## config.mk

```make
export PLATFORM = sky130hd
export DESIGN_NAME = pc_addr_stack
export DESIGN_NICKNAME = d
export VERILOG_FILES = /design/src/rtl/pc_addr_stack.sv
export SDC_FILE = /design/constraint.sdc
export NUM_CORES = 1
export LEC_CHECK = 0
export ABC_CLOCK_PERIOD_IN_PS = 1680
export BUFFER_PORTS_ARGS = -buffer_cell sky130_fd_sc_hd__buf_4
export CAP_MARGIN = 40
export CELL_PAD_IN_SITES_DETAIL_PLACEMENT = 0
export CELL_PAD_IN_SITES_GLOBAL_PLACEMENT = 1
export CORE_ASPECT_RATIO = 1.5
export CORE_MARGIN = 2
export CORE_UTILIZATION = 41
export DETAILED_ROUTE_END_ITERATION = 8
export PLACE_DENSITY_LB_ADDON = 0.1
export SYNTH_ARGS = -nofsm -noshare
export SYNTH_HDL_FRONTEND = slang
export SYNTH_SLANG_ARGS = --single-unit
export TNS_END_PERCENT = 10
```

## constraint.sdc

```tcl
create_clock -name clk -period 1.68 [get_ports clk]
set_input_delay 0.252 -clock clk [delete_from_list [all_inputs] [get_ports clk]]
set_output_delay 0.252 -clock clk [all_outputs]
set_load 0.03 [all_outputs]
```

## src/rtl/pc_addr_stack.sv

```systemverilog
// Program counter with a circular return-address stack and a per-cycle address nibble output.
// Define PC_STACK_ERR_EN to build the sticky stack_ovf/stack_unf flags; otherwise both are tied low.
module pc_addr_stack #(
    parameter int ADDR_W = 12,
    parameter int DEPTH  = 3
) (
    input  logic                       clk,
    input  logic                       rst_n,
    input  logic [2:0]                 cycle,
    input  logic                       pc_inc,
    input  logic                       pc_load,
    input  logic                       push,
    input  logic                       pop,
    input  logic [ADDR_W-1:0]          pc_new,
    output logic [ADDR_W-1:0]          pc_addr,
    output logic [3:0]                 pc_nibble,
    output logic [$clog2(DEPTH+1)-1:0] sp_depth,
    output logic                       stack_ovf,
    output logic                       stack_unf
);

    localparam int CNT_W = $clog2(DEPTH + 1);
    localparam int WP_W  = (DEPTH > 1) ? $clog2(DEPTH) : 1;
    localparam int NIBS  = ADDR_W / 4;

    typedef enum logic [2:0] {
        OP_NONE,
        OP_INC,
        OP_LOAD,
        OP_PUSH,
        OP_POP
    } op_e;

    op_e               op;
    logic [ADDR_W-1:0] pc_q, pc_d;
    logic [ADDR_W-1:0] stk_q [DEPTH];
    logic [WP_W-1:0]   wp_q, wp_d;
    logic [WP_W-1:0]   wp_inc, wp_dec;
    logic [CNT_W-1:0]  cnt_q, cnt_d;
    logic              stk_we;
    logic              full, empty;

    // Only the highest-priority strobe acts on a given edge.
    always_comb begin
        op = OP_NONE;
        if (pop) begin
            op = OP_POP;
        end else if (push) begin
            op = OP_PUSH;
        end else if (pc_load) begin
            op = OP_LOAD;
        end else if (pc_inc) begin
            op = OP_INC;
        end
    end

    assign full   = (cnt_q == CNT_W'(DEPTH));
    assign empty  = (cnt_q == '0);
    assign wp_inc = (wp_q == WP_W'(DEPTH - 1)) ? '0 : wp_q + 1'b1;
    assign wp_dec = (wp_q == '0) ? WP_W'(DEPTH - 1) : wp_q - 1'b1;

    // The pointer always moves circularly; only the count saturates at empty/full.
    always_comb begin
        pc_d   = pc_q;
        wp_d   = wp_q;
        cnt_d  = cnt_q;
        stk_we = 1'b0;
        case (op)
            OP_POP: begin
                pc_d = stk_q[wp_dec];
                wp_d = wp_dec;
                if (!empty) begin
                    cnt_d = cnt_q - 1'b1;
                end
            end
            OP_PUSH: begin
                stk_we = 1'b1;
                wp_d   = wp_inc;
                pc_d   = pc_new;
                if (!full) begin
                    cnt_d = cnt_q + 1'b1;
                end
            end
            OP_LOAD: pc_d = pc_new;
            OP_INC:  pc_d = pc_q + 1'b1;
            default: ;
        endcase
    end

    always_ff @(posedge clk or negedge rst_n) begin
        if (!rst_n) begin
            pc_q  <= '0;
            wp_q  <= '0;
            cnt_q <= '0;
            for (int i = 0; i < DEPTH; i++) begin
                stk_q[i] <= '0;
            end
        end else begin
            pc_q  <= pc_d;
            wp_q  <= wp_d;
            cnt_q <= cnt_d;
            if (stk_we) begin
                stk_q[wp_q] <= pc_q;
            end
        end
    end

`ifdef PC_STACK_ERR_EN
    logic ovf_q, unf_q;

    always_ff @(posedge clk or negedge rst_n) begin
        if (!rst_n) begin
            ovf_q <= 1'b0;
            unf_q <= 1'b0;
        end else begin
            if (op == OP_PUSH && full) begin
                ovf_q <= 1'b1;
            end
            if (op == OP_POP && empty) begin
                unf_q <= 1'b1;
            end
        end
    end

    assign stack_ovf = ovf_q;
    assign stack_unf = unf_q;
`else
    assign stack_ovf = 1'b0;
    assign stack_unf = 1'b0;
`endif

    // Phases beyond the last nibble of the address drive zero onto the bus.
    always_comb begin
        pc_nibble = 4'h0;
        for (int k = 0; k < NIBS; k++) begin
            if (cycle == 3'(k)) begin
                pc_nibble = pc_q[4*k +: 4];
            end
        end
    end

    assign pc_addr  = pc_q;
    assign sp_depth = cnt_q;

endmodule
```

# After elaboration in Yosys (flattened, before gate mapping)

Cells that the tools add are included.

Register bits: 52
Output and inout port bits: 20
Word-level logic and storage cells: 55

Add/subtract/negate cells: 5
Order comparisons: 3
Eq/ne operators: 10
Multiplexer cells: 21
Bitwise gates (word level): 2
Reduce and logical (&&, ||, !) cells: 8

Operators by type and width:

| kind                    | count |
|---|---|
| $bwmux W36              | 1 |
| $mux W12                | 3 |
| $pmux W12 S3            | 1 |
| $bmux W12 S2            | 1 |
| $demux W12 S2           | 1 |
| $add A12 B1 Y12 const B | 1 |
| $mux W2                 | 6 |
| $mux W4                 | 3 |
| $eq A3 B2 Y1 const B    | 3 |
| $pmux W2 S2             | 2 |
| $eq A3 B1 Y1 const B    | 2 |
| $ge A3 B3 Y1 const B    | 2 |
| $not A2 Y3              | 2 |
| $add A2 B1 Y2 const B   | 2 |
| $eq A2 B2 Y1 const B    | 2 |
| $logic_not A2 Y1        | 2 |
| $ne A2 B2 Y1 const B    | 2 |
| $sub A2 B1 Y2 const B   | 2 |
| $eq A3 B3 Y1 const B    | 1 |
| $logic_not A3 Y1        | 1 |
| $lt A3 B1 Y1 const B    | 1 |
| $mux W3                 | 1 |
| $reduce_and A3 Y1       | 1 |
| $reduce_bool A3 Y1      | 1 |
| other kinds (4)         | 5 |

# Longest topological paths before layout

Gate-level depths: netlist of the first run.

Depth in word-level cells: 7
Depth in mapped cells: 8
Gate-level depth less buffers: 6

# Least setup slack after synthesis of the first run

OpenSTA, ideal clock, no wires.

Path kind: reg-to-reg
Start point: register wp_q[0]
End point: register pc_q[0] (netlist: pc_addr[0])
Setup time: 135 ps
Data arrival time: 1621 ps
Path slack: -76 ps
Cell stages (with the launch flop): 9
Buffers on the path: 2
Period minus slack after synthesis: 1756 ps
Cell sequence: dfrtp_1 > inv_1 > ha_1 > buf_2 > buf_4 > mux2i_1 > nor2_1 > a21oi_1 > mux2i_1

Cells in the longest elaborated chain, start to end: 7
Elaborated cells between the ends (all ways): 8
Those cells by class: add/sub (1); mux (5); bitwise (1); reduce/logical (1)

Ends and longest elaborated chain:

| item                                              | RTL line | source |
|---|---|---|
| from (decl)                                       | 37       | `logic [WP_W-1:0] wp_q, wp_d;` |
| from (signal assigned)                            | 100      | `wp_q <= wp_d;` |
| $sub A2 B1 Y2 or $logic_not A2 Y1 (tied branches) | 60       | `assign wp_dec = (wp_q == '0) ? WP_W'(DEPTH - 1) : wp_q - 1'b1;` |
| $mux W2 *                                         | 60       |  |
| $not A2 Y3 (not written as such) *                | 70       | `pc_d = stk_q[wp_dec];` |
| $bmux W12 S2 *                                    | 70       |  |
| $mux W12 (not written as such) * (2 in series)    | 70       |  |
| $pmux W12 S3 *                                    | 68       | `case (op)` |
| to (signal assigned)                              | 99       | `pc_q <= pc_d;` |
| to (decl)                                         | 35       | `logic [ADDR_W-1:0] pc_q, pc_d;` |

Every way passes the cells marked *; elsewhere a longest branch is shown, timed or not. The select of a mux whose other input is x is not followed.
A chain may end at the register's enable or synchronous reset.

# Final worst setup path of the first run

Start point: register pc_q[3] (netlist: pc_addr[3])
End point: output port pc_nibble[3]

Cells in the longest elaborated chain, start to end: 3

Ends and longest elaborated chain:

| item                  | RTL line | source |
|---|---|---|
| $mux W4 (3 in series) | 136      | `if (cycle == 3'(k)) begin` |
| to (decl)             | 16       | `output logic [3:0] pc_nibble,` |

Every way passes these cells.

==> run summary, run 1 <==
The run gives 1.43 ns as the data required time at the worst endpoint. The total count of max-transition violations in the final report is 0, and the via count is 2384. Across the run, the number of max-cap violations was 0.

0 antenna diodes ended up in the layout. Number of detailed-route iterations in the first pass: 4. The die is 73.92 um wide. The setup check on the worst reg-to-reg path leaves a slack of 0.09 ns.

Summed over all cells, the static leakage comes to 1.743 nW. The largest driver fanout on the critical path is 3. Yosys attributes the largest share of cell area to sky130_fd_sc_hd__dfrtp_1 (43%), sky130_fd_sc_hd__mux2_2 (13%), sky130_fd_sc_hd__mux2i_1 (6.7%), sky130_fd_sc_hd__ha_1 (2.9%), sky130_fd_sc_hd__nor2_1 (2.7%).

The synthesized area per cell works out to 10.48 um^2. The leading cell type by number of instances after synthesis is sky130_fd_sc_hd__dfrtp_1. The area growth from synthesis to layout is 25.39%. For the number of global-route vias before repair, the log shows 2484. Wires add up to 7.900 mm.

The family with the most delay on the worst path is flip-flops. Derived from the worst setup path, the maximum achievable clock frequency is 603.0 MHz. The longest clock path from root to sink contains 2 buffers.

Counting flops with a built-in enable in the synthesized netlist gives 0. The power per standard cell area is 1765 nW/um^2. The largest single stage delay on the critical path is 0.41 ns. The tools report the relative slew slack as 0.5554. 41 I/O pins were placed. Overall die area: 8048 um^2.

The tools report the sort of element at the start of the critical path as a register. The area share of the largest cell type after synthesis was 0.4328; the remaining global-route overflow was 0. The number of cells produced by synthesis came out at 287. For this design, the slowest cell found on the critical path is sky130_fd_sc_hd__dfrtp_1. For the number of antenna violations at the first check in global routing, the log shows 0. The count of buffers from port buffering came out at 38.

The sequential fraction of the synthesis area was 0.4328. After the last flow step, the layout net total stands at 376. The commonest cells after synthesis are sky130_fd_sc_hd__dfrtp_1 (52), sky130_fd_sc_hd__mux2_2 (34), sky130_fd_sc_hd__nor2_1 (22).

The run gives 12.87 mm as the first-pass GRT wire length. During synthesis, Yosys emitted a total of 0 warnings. Timing analysis after detailed placement gives a worst setup slack of -0.01988 ns.

Number of nets with antenna violations after detailed routing: 0. In this run the clock root is driven by a sky130_fd_sc_hd__clkbuf_8. The maximum resistive drop on vdd came out at 0.001175 V. Clock-pin slew was measured on the worst setup and hold paths at 0.10 ns. After detailed routing, the number of vias per cell comes to 5.310. The most used flip-flop cell after synthesis was sky130_fd_sc_hd__dfrtp_1.

The later pin in the worst-skew pair is clocked with a latency of 0.31 ns. For the half-perimeter wire length after placement, the log shows 5.614 mm. The post-synth design cell area was 3007 um^2.

Counting stages on the worst path, the most repeated cell is sky130_fd_sc_hd__nor2_1. The number of levels in the clock H-tree was 2. The worst setup path is of the register to output port kind. The detailed-route wire length per cell was 17.59 um; the starting density of the core was 0.4188. For the overall global routing resource usage, the log shows 0.2132. The tools report the beginning of the critical path as pc_addr[3]. The async set-reset flop share out of synthesis was 1.000. TritonCTS built the clock tree. For the total clock sinks, the log shows 52.

The tools report the hold-critical path endpoint as pc_addr[0]. The number of rows created at floorplan is 38, and the depth of the worst register-to-register path is 6. The worst hold path passes through 3 cells.

The number of register bits inferred by synthesis works out to 52. The tools report the terminus of the critical flop-to-flop path as pc_addr[8]. In this run the critical register-to-register path is launched from pc_addr[1]. The buffer and inverter count on the worst path was 2. In this run the most critical hold path is launched from pc_new[0]. At the pin with the least slew margin, the transition time is 0.6669 ns. STA puts the critical path data arrival time at 1.41 ns.

For the setup violation total in the final timing report, the log shows 0. For the number of remaining DRC errors, the log shows 0. The routability congestion estimate was 0.8501; the die span in y was 108.9 um.

The path category of the worst min-delay check is input port to register. The largest net degree at the start of global routing is 53, and the CTS buffer count is 5. The part of the cycle the worst path needs is 0.9871, and the final hold slack is 0.2177 ns.

Of all cell types, the one taking the most synthesized area is sky130_fd_sc_hd__dfrtp_1. The core region is 7179 um^2. The worst setup path is captured at an output port.

The flow ran to the end, and the final reports show no timing, DRC or antenna violations. The detailed router finished its first iteration with 132 violations. The worst path in the final design needs a cycle of 1.658 ns, including I/O delays and setup.

The number of different library cells used by synthesis comes to 49. Setup repair after global routing could not meet its margin everywhere. The share of layout cells above drive strength 1 works out to 0.3811. Walking the worst path, the cells encountered are buf_6, mux2i_1, nor2_1, a21oi_1, nor2_1, buf_4.

The run gives 0.006655 ns as the post-route clock skew. The final hold violation count is 0. Setup slack on the critical path of the routed design comes to 0.02172 ns.
## layout by cell type, fill, tap and decap left out, types with 3 or more instances in the layout
cell type / synthesis / routed
sky130_fd_sc_hd__nand2_1: 17 / 17
sky130_fd_sc_hd__a211o_1: 4 / 4
sky130_fd_sc_hd__xor2_1: 3 / 3
sky130_fd_sc_hd__mux2_2: 34 / 34
sky130_fd_sc_hd__mux2i_1: 20 / 20
sky130_fd_sc_hd__nand4_1: 4 / 4
sky130_fd_sc_hd__o211ai_1: 6 / 6
sky130_fd_sc_hd__a21o_1: 3 / 3
sky130_fd_sc_hd__inv_1: 5 / 3
sky130_fd_sc_hd__buf_6: 2 / 7
sky130_fd_sc_hd__dfrtp_1: 52 / 50
sky130_fd_sc_hd__clkbuf_8: 0 / 5
sky130_fd_sc_hd__nor2_1: 22 / 22
sky130_fd_sc_hd__nand2b_1: 3 / 3
sky130_fd_sc_hd__a31oi_1: 5 / 5
sky130_fd_sc_hd__a21oi_1: 15 / 15
sky130_fd_sc_hd__o21a_1: 3 / 3
sky130_fd_sc_hd__a211oi_1: 6 / 6
sky130_fd_sc_hd__ha_1: 7 / 4
sky130_fd_sc_hd__buf_4: 6 / 66
sky130_fd_sc_hd__o21ai_0: 11 / 11
sky130_fd_sc_hd__nand3_1: 8 / 8
## through the flow
| stage | cells | power (mW) | utilization | area (um^2) | setup TNS (ns) |
|---|---|---|---|---|---|
| 5_1_grt | 449 | 7.158 | 0.5251 | 3770 | -0.2874 |
| 3_5_place_dp | 434 | 5.483 | 0.4937 | 3545 | -0.06094 |
| 4_1_cts | 445 | 6.496 | 0.5160 | 3705 | -0.006835 |
| 3_3_place_gp | 434 | 5.467 | 0.4937 | 3545 | -0.06482 |
| 6_report | 449 | 6.653 | 0.5251 | 3770 | 0 |
| 2_1_floorplan | 288 | 4.300 | - | 3014 | -0.04125 |
## worst reg2reg max path, stage by stage (launching register included)
cell                      delay [ns]
sky130_fd_sc_hd__dfrtp_1        0.38
sky130_fd_sc_hd__buf_4          0.12
sky130_fd_sc_hd__ha_2           0.26
sky130_fd_sc_hd__inv_1          0.10
sky130_fd_sc_hd__o31a_1         0.29
sky130_fd_sc_hd__o21ai_0        0.23
sky130_fd_sc_hd__a21oi_1        0.10
## report_power, final
| part | internal [mW] | switching [mW] | total, mW | leakage, nW |
|---|---|---|---|---|
| sequential | 1.81 | 0.395 | 2.20 | 0.649 |
| combinational | 1.77 | 1.77 | 3.54 | 1.04 |
| clock | 0.450 | 0.457 | 0.907 | 0.0548 |
## sequential cells by signal (all words and copies together), names as in the netlist
| name | flops |
|---|---|
| stk_q | 36 |
| pc_addr | 12 |
| sp_depth | 2 |
| wp_q | 2 |
## timing repair
item                                    4_1_cts  5_1_grt
pin swaps                                     0        6
gates resized for setup                       7       11
setup buffers                                 2        4
hold endpoints to repair                     42        0
endpoints found under the setup margin       11       16
hold buffers                                  1        0
## worst max path at each step
stage | endpoint | slack (ns) | cells past startpoint
2_1_floorplan | pc_addr[0] | -0.01 | 8
3_3_place_gp | pc_addr[3] | -0.04 | 7
3_5_place_dp | pc_addr[3] | -0.02 | 7
4_1_cts | pc_addr[11] | -0.006 | 7
5_1_grt | pc_nibble[3] | -0.05 | 6
6_report | pc_nibble[3] | 0.02 | 6
## per-layer routing
| layer | share of wire | global-route usage | vias up |
|---|---|---|---|
| met5 | 0 | 0 | - |
| met4 | 0.017 | 0.05974 | 0 |
| li1 | - | - | 1156 |
| met1 | 0.45 | 0.2805 | 1169 |
| met3 | 0.028 | 0.03050 | 10 |
| met2 | 0.50 | 0.3616 | 49 |
## final cells by class
type,count,area [um^2]
clock buffers,5,68.82
well taps,100,125.1
inverters,5,18.77
multi-input cells,207,1568
clock inverters,3,46.29
repair buffers,77,639.4
flip-flops and latches,52,1304
fillers,689,3410
## cell families (layout without fill, tap and decap cells)
logic type               count (synthesis)  after routing  synth area share
AO/OA/AOI/OAI                           67             67            0.1502
XOR/XNOR                                 4              4           0.01165
adder cells (fa/ha/maj)                  7              7           0.02913
buffers and inverters                   29             90           0.05326
flip-flops                              52             52            0.4328
multiplexers                            55             55            0.1989
other                                    1              2          0.001247
AND/OR/NAND/NOR                         72             72            0.1228
Note: power is estimated with default switching activity, not from simulation.
==> run 2, diff against run 1 <==
Settings changed: ABC_CLOCK_PERIOD_IN_PS 1680 to 2040, CORE_ASPECT_RATIO 1.5 to default, CORE_UTILIZATION 41 to 49, CTS_CLUSTER_SIZE from default to 28.
Clock period 1.68 ns to 2.04 ns, I/O delays scaled along.
==> run summary, run 2 (synthesis results as in run 1) <==
The run finished with clean final reports. The mean number of vias per cell is 5.758 (+8.4%). Counting flops per register, the top entry is stk_q. The half-perimeter wire length after placement is 5.023 mm (-11%), and the final hold violation count is 0 (unchanged). For the number of top-level design ports, the log shows 41 (unchanged).

The number of maximum-capacitance violations came out at 0 (unchanged). In this run the worst setup path terminates at pc_addr[7]. The endpoint identified for the worst register-to-register timing path is pc_addr[7]. The worst path setup slack after routing came out at 0.2088 ns (+0.1871 ns). The data required time at the worst endpoint is 2.25 ns (+0.82 ns), and the slew at the pin with the worst max-slew slack is 0.6751 ns (+0.008235 ns). The detailed-route wire length per cell works out to 17.88 um (+1.6%). The remaining global-route overflow came out at 0 (unchanged). The run gives 0 (unchanged) as the number of antenna violations at the first check in global routing.

The signal on the critical path passes through inv_1, ha_1, buf_12, mux2i_1, o211ai_1, a22o_1, o22a_1. The net count reported at finish is 353 (-6.1%), and the share of layout cells above drive strength 1 is 0.3129 (-0.06821). Maximum resistive drop on vdd: 0.0006006 V (-49%). In this run the critical register-to-register path is launched from wp_q[0]. The number of nets with antenna violations after detailed routing is 0 (unchanged), and the violation count after the first detailed-route iteration is 98 (-26%).

The sort of element at the start of the critical path was a register. The top cell types in the final layout, fill and taps aside, are sky130_fd_sc_hd__buf_4 (53), sky130_fd_sc_hd__dfrtp_1 (52), sky130_fd_sc_hd__mux2_2 (34). The routability congestion estimate was 0.7988 (-6.0%); the via count was 2309 (-3.1%). The run gives 4 (unchanged) as the number of detailed-route iterations in the first pass. The area occupied by registers was 1301 um^2 (-0.19%). The overall global routing resource usage is 0.2254 (+0.01227). The final-layout setup total negative slack came out at 0 ns (unchanged). The tools report the worst-case register-to-register setup slack as 0.21 ns (+0.12 ns). The CTS buffer count is 5 (unchanged).

The most frequent standard cell in the layout excluding fill and tap cells is sky130_fd_sc_hd__buf_4. The number of fill cells in the layout is 526 (-24%). Number of flip-flops in the largest register: 36 (unchanged).

The highest attainable clock frequency was 546.1 MHz; the count of buffers from port buffering was 38 (unchanged). The first-pass GRT wire length came out at 11.17 mm (-13%). The longest individual stage delay on the worst path was 0.40 ns (about the same); the count of placed standard cells including taps was 393 (-9.4%). The width of the chip came out at 82.33 um (+11%). The run gives 0 (unchanged) as the number of remaining DRC errors. The run gives 2 (unchanged) as the number of levels in the clock H-tree. The tools report the sort of element at the end of the critical path as a register. The run gives 0.2301 ns (+0.2500 ns) as the worst setup slack after placement. The min-delay analysis places its worst path in the category input port to asynchronous set/reset pin.

The synthesis-to-finish area growth came out at 16.02%. The tools report the buffer depth of the longest clock path as 2 (unchanged). The tools report the quantity of hold-fixing buffers added after cts as 0 (-1).

The worst setup path is of the register to register kind. The total inserted antenna cells was 0 (unchanged). The tools report the area of the multi-input gates as 1549 um^2 (-1.2%). The starting density of the core is 0.5078 (+0.08903).

The post-route clock skew is 0.01668 ns (+0.01003 ns), and the power per standard cell area is 1427 nW/um^2 (-19%). The number of global-route vias before repair was 2146 (-14%). The total clock sinks came out at 52 (unchanged).

The run gives 2.04 ns (+0.63 ns) as the data arrival time of the critical path. Setup repair after global routing left no endpoint under its margin. The routed wire length was 7.171 mm (-9.2%). TritonCTS built the clock tree. The die span in y came out at 82.33 um (-24%). The run gives 401 (-11%) as the final non-filler cell total. The part of the cycle the worst path needs is 0.8977, and the total count of max-transition violations in the final report is 0 (unchanged). The number of rows created at floorplan was 28 (-26%); the post-cts repair resize count was 0 (-7). In this run the clock root is driven by a sky130_fd_sc_hd__clkbuf_8.

The cell with the largest stage delay on the worst path is sky130_fd_sc_hd__dfrtp_1. The logs give 0.31 ns (about the same) for the clock latency on the worst-skew pair and 53 (unchanged) for the largest net degree at the start of global routing. The logs give 0.5499 (-0.005490) for the relative slew slack and 0 (-2) for the post-CTS setup-driven buffer insertion count. The smallest clock period supported by the final layout is computed as 1.831 ns.

The clock transition at the registers of the reported paths was 0.10 ns (about the same). The setup violation total in the final timing report is 0 (unchanged), and the leakage power of the design is 1.620 nW (-7.1%). The depth of the worst register-to-register path works out to 7 (+1). The tools report the overall die area as 6778 um^2 (-16%).

The beginning of the critical path is wp_q[0]. The core area is 5921 um^2 (-18%), and the largest driver fanout on the critical path is 21 (+18).
## run 2: changes by cell type in the layout (fill, tap and decap cells not counted), sizes merged
cell	previous run	this run
clkbuf	5	6
clkinv	0	1
inv	6	5
dlygate4sd3	1	0
buf	76	54
clkinvlp	1	0
## run 2: layout make-up
cell class | instances | area share
inverters | 5 | 0.005380
repair buffers | 54 | 0.1198
clock inverters | 2 | 0.01004
well taps | 75 | 0.02690
multi-input cells | 207 | 0.4440
flip-flops and latches | 52 | 0.3730
clock buffers | 6 | 0.02080
## run 2: worst min-delay path by stage
| stage | start | to | cells after the start |
|---|---|---|---|
| floorplan | rst_n | pc_addr[0] | 0 |
| global placement | rst_n | sp_depth[0] | 1 |
| detailed placement | rst_n | pc_addr[11] | 1 |
| CTS | rst_n | sp_depth[1] | 1 |
| global route | rst_n | sp_depth[0] | 1 |
| finish | rst_n | sp_depth[1] | 1 |
## run 2: critical path, delay by kind of cell, from the launching register on
kind                     cells  cell delay (ns)
AO/OA/AOI/OAI                3             0.50
flip-flops                   1             0.40
adder cells (fa/ha/maj)      1             0.33
buffers and inverters        2             0.29
multiplexers                 1             0.20
## run 2: per-layer routing
layer,part of all wire,GRT usage
met1,0.47,0.3217
met2,0.45,0.3484
met3,0.062,0.04565
met4,0.010,0.06167
met5,0,0
## run 2: report_power, final
group | internal, mW | switching, mW
clock network | 0.365 | 0.339
registers | 1.48 | 0.370
logic | 1.13 | 1.29
## run 2: stage by stage
| stage | utilization | hold slack [ns] | cell area (um^2) | power [mW] |
|---|---|---|---|---|
| 2_1_floorplan | - | 0.01041 | 3010 | 3.526 |
| 3_3_place_gp | 0.5710 | 0.3860 | 3381 | 4.260 |
| 3_5_place_dp | 0.5710 | 0.3853 | 3381 | 4.309 |
| 4_1_cts | 0.5892 | 0.04974 | 3488 | 5.016 |
| 5_1_grt | 0.5892 | 0.06823 | 3488 | 5.326 |
| 6_report | 0.5892 | 0.01590 | 3488 | 4.977 |
